<file path="src/rtl/pulse_stretch_mc_pkg.sv">
// Shared types and defaults for the multi-channel pulse stretcher.
package pulse_stretch_mc_pkg;

    // Per-channel FSM state encoding, also visible to the bench.
    typedef enum logic [1:0] {
        ST_IDLE    = 2'd0,
        ST_STRETCH = 2'd1,
        ST_HOLD    = 2'd2
    } ps_state_e;

    localparam int unsigned CH_NUM_DEF = 4;
    localparam int unsigned CNT_W_DEF  = 8;

endpackage

</file>
<file path="src/rtl/pulse_stretch_ch.sv">
// One pulse-stretch channel: IDLE -> STRETCH (L cycles) -> optional HOLD (H cycles).
module pulse_stretch_ch
    import pulse_stretch_mc_pkg::*;
#(
    parameter int unsigned CNT_W = CNT_W_DEF
) (
    input  logic             clk,
    input  logic             rst_n_i,
    input  logic             trig_i,
    input  logic [CNT_W-1:0] len_i,
    input  logic [CNT_W-1:0] hold_i,
    input  logic             retrig_i,
    input  logic             miss_clr_i,
    output logic             pulse_o,
    output logic             busy_o,
    output logic             miss_o
);

    ps_state_e        state_q, state_d;
    logic [CNT_W-1:0] cnt_q, cnt_d;
    logic             miss_q, miss_d;
    logic             miss_set;
    logic             pulse_q, busy_q;
    logic [CNT_W-1:0] len_m1, hold_m1;

    // len_i is already saturated to >= 1; hold_m1 is used only when hold_i > 0.
    assign len_m1  = len_i - CNT_W'(1);
    assign hold_m1 = hold_i - CNT_W'(1);

    // State, counter, sticky miss and registered output decode.
    always_ff @(posedge clk) begin
        if (!rst_n_i) begin
            state_q <= ST_IDLE;
            cnt_q   <= '0;
            miss_q  <= 1'b0;
            pulse_q <= 1'b0;
            busy_q  <= 1'b0;
        end else begin
            state_q <= state_d;
            cnt_q   <= cnt_d;
            miss_q  <= miss_d;
            pulse_q <= (state_d == ST_STRETCH);
            busy_q  <= (state_d != ST_IDLE);
        end
    end

    // Next-state, counter update and miss detection.
    always_comb begin
        state_d  = state_q;
        cnt_d    = cnt_q;
        miss_set = 1'b0;
        case (state_q)
            ST_IDLE: begin
                if (trig_i) begin
                    state_d = ST_STRETCH;
                    cnt_d   = len_m1;
                end
            end
            ST_STRETCH: begin
                if (trig_i && retrig_i) begin
                    cnt_d = len_m1;
                end else if (cnt_q != '0) begin
                    cnt_d    = cnt_q - CNT_W'(1);
                    miss_set = trig_i;
                end else if (trig_i && (hold_i == '0)) begin
                    cnt_d = len_m1;
                end else if (hold_i != '0) begin
                    state_d  = ST_HOLD;
                    cnt_d    = hold_m1;
                    miss_set = trig_i;
                end else begin
                    state_d = ST_IDLE;
                end
            end
            ST_HOLD: begin
                miss_set = trig_i;
                if (cnt_q == '0) begin
                    state_d = ST_IDLE;
                end else begin
                    cnt_d = cnt_q - CNT_W'(1);
                end
            end
            default: begin
                state_d = ST_IDLE;
                cnt_d   = '0;
            end
        endcase
        // A fresh miss beats a simultaneous clear.
        miss_d = (miss_q & ~miss_clr_i) | miss_set;
    end

    assign pulse_o = pulse_q;
    assign busy_o  = busy_q;
    assign miss_o  = miss_q;

endmodule

</file>
<file path="src/rtl/pulse_stretch_mc.sv">
// Multi-channel pulse stretcher: shared config fanned out to CH_NUM channels.
module pulse_stretch_mc
    import pulse_stretch_mc_pkg::*;
#(
    parameter int unsigned CH_NUM = CH_NUM_DEF,
    parameter int unsigned CNT_W  = CNT_W_DEF
) (
    input  logic              clk,
    input  logic              rst,
    input  logic [CH_NUM-1:0] signal_in,
    input  logic [CNT_W-1:0]  cfg_len,
    input  logic [CNT_W-1:0]  cfg_hold,
    input  logic              cfg_retrig,
    input  logic              miss_clr,
    output logic [CH_NUM-1:0] signal_out,
    output logic [CH_NUM-1:0] busy,
    output logic [CH_NUM-1:0] miss
);

    logic [CNT_W-1:0] len_sat;

    // A programmed length of 0 behaves as a length of 1.
    assign len_sat = (cfg_len == '0) ? CNT_W'(1) : cfg_len;

    // One independent channel per trigger input.
    for (genvar g = 0; g < int'(CH_NUM); g++) begin : gen_ch
        pulse_stretch_ch #(
            .CNT_W (CNT_W)
        ) u_ch (
            .clk        (clk),
            .rst_n_i    (rst),
            .trig_i     (signal_in[g]),
            .len_i      (len_sat),
            .hold_i     (cfg_hold),
            .retrig_i   (cfg_retrig),
            .miss_clr_i (miss_clr),
            .pulse_o    (signal_out[g]),
            .busy_o     (busy[g]),
            .miss_o     (miss[g])
        );
    end

endmodule
</file>
<file path="config.mk">
export PLATFORM = sky130hd
export DESIGN_NAME = pulse_stretch_mc
export DESIGN_NICKNAME = d
export VERILOG_FILES = /design/src/rtl/pulse_stretch_mc_pkg.sv /design/src/rtl/pulse_stretch_ch.sv /design/src/rtl/pulse_stretch_mc.sv
export SDC_FILE = /design/constraint.sdc
export NUM_CORES = 1
export LEC_CHECK = 0
export CAP_MARGIN = 20
export CELL_PAD_IN_SITES_DETAIL_PLACEMENT = 2
export CELL_PAD_IN_SITES_GLOBAL_PLACEMENT = 2
export CORE_ASPECT_RATIO = 0.75
export CORE_MARGIN = 10
export CORE_UTILIZATION = 37
export CTS_CLUSTER_DIAMETER = 50
export DETAILED_ROUTE_END_ITERATION = 10
export PLACE_DENSITY = 0.85
export SYNTH_ARGS = -nofsm -noshare
export SYNTH_HDL_FRONTEND = slang
export SYNTH_SLANG_ARGS = --single-unit
</file>
<file path="constraint.sdc">
create_clock -name clk -period 7.7 [get_ports clk]
set_input_delay 1.925 -clock clk [delete_from_list [all_inputs] [get_ports clk]]
set_output_delay 1.925 -clock clk [all_outputs]
set_load 0.02 [all_outputs]
</file>
==> summary.md <==
| Metric | Value |
|---|---|
| Status | completed |
| Final Wtd Congestion | 0.919 |
| Dpl cells | 770 |
| Storage element area | 1040 um2 |
| Critical path class | in2reg |
| Total GRT Usage | 21.7% |
| R2R Setup Slk | 4540 ps |
| Synth Area in Adders | 6.07% |
| Synth Cell Area | 4530 um2 |
| Synthesized area per cell | 7.38 um2 |
| Internal | 0.702 mW |
| Hold Path Sink | gen_ch[0].u_ch.miss_o |
| Non-filler cells, final | 778 |
| WP data required | 7940 ps |
| Layout cells sized above 1 | 5.36% |
| Largest family of logic cells by synthesized area | compound AO/OA/AOI/OAI gates |
| Crit-path max cell delay | 870 ps |
| Chip Height | 116 um |
| Vias per cell | 6.40 |
| Fillers | 1364 |
| Initial DRT Pass Iterations | 5 |
| Clock Path Buffers | 2 |
| Routed WL | 18600 um |
| # diodes | 0 |
| Most common cell after layout, fill and taps aside | dfxtp_1 |
| CP startpoint | cfg_len[2] |
| Commonest cells after routing, fill and taps aside | 52 x dfxtp_1, 51 x a21oi_1, 51 x nand2_1 |
| Drt drc | 0 |
| Number of synthesis warnings | 0 |
| Initial antenna violation count | 0 |
| Port bufs | 35 |
| First-pass GRT wire length | 30000 um |
| Antenna-violating nets left | 0 |
| Grt ovf | 0 |
| Psw | 0.605 mW |
| Final Hold Fails | 0 |
| Synth Net Count | 660 |
| Die span in x | 148 um |
| Fin worst setup slack | 2520 ps |
| Multiplexer area fraction after synthesis | 1.77% |
| Clock transition at path regs | 70 ps |
| Largest net degree at the start of global routing | 24 |
| Clock Latency Late Sink | 310 ps |
| Worst path cell trace | clkdlybuf4s50_1, nor4_1, a21oi_1, ha_1, nor3b_1, xor2_1, nor2_1, o31a_1, nor4_1, o31a_1 |
| Post-synthesis sequential area ratio | 23.0% |
| Final setup fails | 0 |
| Sequential Power Share | 29.1% |
| Combinational power share | 52.6% |
| CTS Hold Bufs | 0 |
| CTS tree | built |
| Post-synth EDFFs | 0 |
| Syn-to-layout area delta | 10.8% |
| CTS root buf | clkbuf_16 |
| Row count | 34 |
| Total power per unit cell area | 260 nW/um2 |
| Post-synthesis cell type count | 75 |
| Initial Util | 38.5% |
| Vias | 4979 |
| Fmax | 0.193 GHz |
| Dpl hpwl | 14300 um |
| Post-synthesis compound-gate area fraction | 31.6% |
| CP endpoint kind | flop |
| H-tree depth | 2 |
| Multi-input logic area | 3110 um2 |
| Critical Path Start Type | input pin |
| Clock power share | 18.4% |
| Simple-Gate Fraction of Synth Area | 24.6% |
| Min Tclk post-route | 5180 ps |
| Synth Area in XOR/XNOR | 4.64% |
| RSZ-0062 raised after global routing | false |
| Worst slack at placement | 2430 ps |
| Final #Nets | 661 |
| Async S/R FF share, synth | 0% |
| Setup TNS | 0 ps |
| Area share of the largest cell type after synthesis | 23.0% |
| Hold Startpoint | gen_ch[0].u_ch.miss_o |
| Max rail drop VDD | 0.0930 mV |
| Clock sink count | 52 |
| RR Endpoint | gen_ch[0].u_ch.cnt_q[5] |
| Worst hold path class | reg2reg |
| Ys flop type | dfxtp_1 |
| Max-Slew Margin vs Limit | 25.3% |
| Worst path slowest cell | xor2_1 |
| Sw Share | 46.3% |
| CORE AREA | 11800 um2 |
| Max Slew Vio Count | 0 |
| Gate Count Post-Synth | 614 |
| CP max FO | 9 |
| Die area | 17100 um2 |
| Setup Fix Bufs, Post-CTS | 0 |
| Hold WS | 484 ps |
| Clk_skew | 9.42 ps |
| Via count of the first global-routing pass | 5238 |
| WL per Instance | 23.9 um |
| Post-CTS resize count | 0 |
| Tot Pwr | 1.31 mW |
| Initial DRC count | 452 |
| R2r worst-path depth | 8 |
| Synth area leaders | dfxtp_1 23%, ha_1 6.1%, a21oi_1 5.6% |
| Tcrit/Tclk final | 67.2% |
| # IOs | 36 |
| Num CTS Buffers | 5 |
| Leakage | 1.79 nW |
| Max-cap violations | 0 |
| Reg2reg start | gen_ch[0].u_ch.cnt_q[0] |
| Worst Max-Slew Pin Slew | 1120 ps |
| Synth area leader | dfxtp_1 |
| Worst hold path depth | 2 |
| FF+latch count, synth | 52 |
| Crit path DAT | 5420 ps |
==> power by group through the flow <==
stage	sequential [mW]	clock, mW	combinational, mW
5_1_grt	0.391	0.259	0.747
6_report	0.380	0.240	0.687
4_1_cts	0.379	0.245	0.672
2_1_floorplan	0.361	0	0.491
3_3_place_gp	0.379	0	0.633
3_5_place_dp	0.385	0	0.665
==> registers in the layout (all words and copies together) (netlist names) <==
| name | flops |
|---|---|
| gen_ch.u_ch.busy_o | 4 |
| gen_ch.u_ch.cnt_q | 32 |
| gen_ch.u_ch.miss_o | 4 |
| gen_ch.u_ch.pulse_o | 4 |
| gen_ch.u_ch.state_q | 8 |
==> synthesized netlist by cell type, types with 4 or more instances <==
cell type and n:
or3_1 4, clkbuf_1 20, a211oi_1 7, a31oi_1 14, o31ai_1 5, o21a_1 5, inv_1 39, buf_4 14
dfxtp_1 52, nor2_1 37, mux2i_1 8, nand2_1 51, and2_1 7, o21ai_0 48, nor2b_1 4, ha_1 22
buf_2 7, nand3_1 24, a22oi_1 6, o22ai_1 21, or2_2 4, nor3_1 22, o211ai_1 13, nor4_1 8
a21oi_1 51, nand2b_1 15, nor3b_1 6, xnor2_1 14, xor2_1 10
==> per-stage QoR <==
stage / util, % / instance area [um2]
after floorplan: - / 4530
after global placement: 41.3 / 4870
after detailed placement: 41.3 / 4870
after CTS: 42.6 / 5020
after global routing: 42.6 / 5020
final: 42.6 / 5020
==> area by class of cell <==
cell class              count  area share (%)
clock buffers               7            2.84
well taps                 162            4.04
inverters                  39            2.92
multi-input cells         480            62.0
clock inverters             1           0.150
repair buffers             37            7.28
flip-flops and latches     52            20.7
==> cell families after synthesis <==
family / after synthesis
compound gates: 218
simple gates: 208
buf+inv: 82
flops: 52
xor+xnor: 24
fa+ha+maj: 22
mux: 8
==> layer usage <==
layer	routed length [um]	GRT usage (%)	up-vias
li1	-	-	2273
met1	8530	28.3	2535
met2	8740	35.8	149
met3	1050	4.64	22
met4	306	5.40	0
met5	0	0	-
==> worst max path at each step <==
stage | end | slack [ps]
final | gen_ch[3].u_ch.cnt_q[4] | 2520
after global routing | gen_ch[3].u_ch.cnt_q[4] | 2330
after CTS | gen_ch[3].u_ch.cnt_q[4] | 2670
after detailed placement | gen_ch[3].u_ch.cnt_q[4] | 2430
after global placement | gen_ch[1].u_ch.cnt_q[4] | 2630
after floorplan | gen_ch[3].u_ch.cnt_q[4] | 3680
==> worst max-delay path: cells and delay by family <==
kind                     cells  cell delay, ps
AO/OA/AOI/OAI                3             730
XOR/XNOR                     1             870
adder cells (fa/ha/maj)      1             290
buffers and inverters        1             500
AND/OR/NAND/NOR              4            1110
No activity file was read; power rests on OpenSTA's default activity.
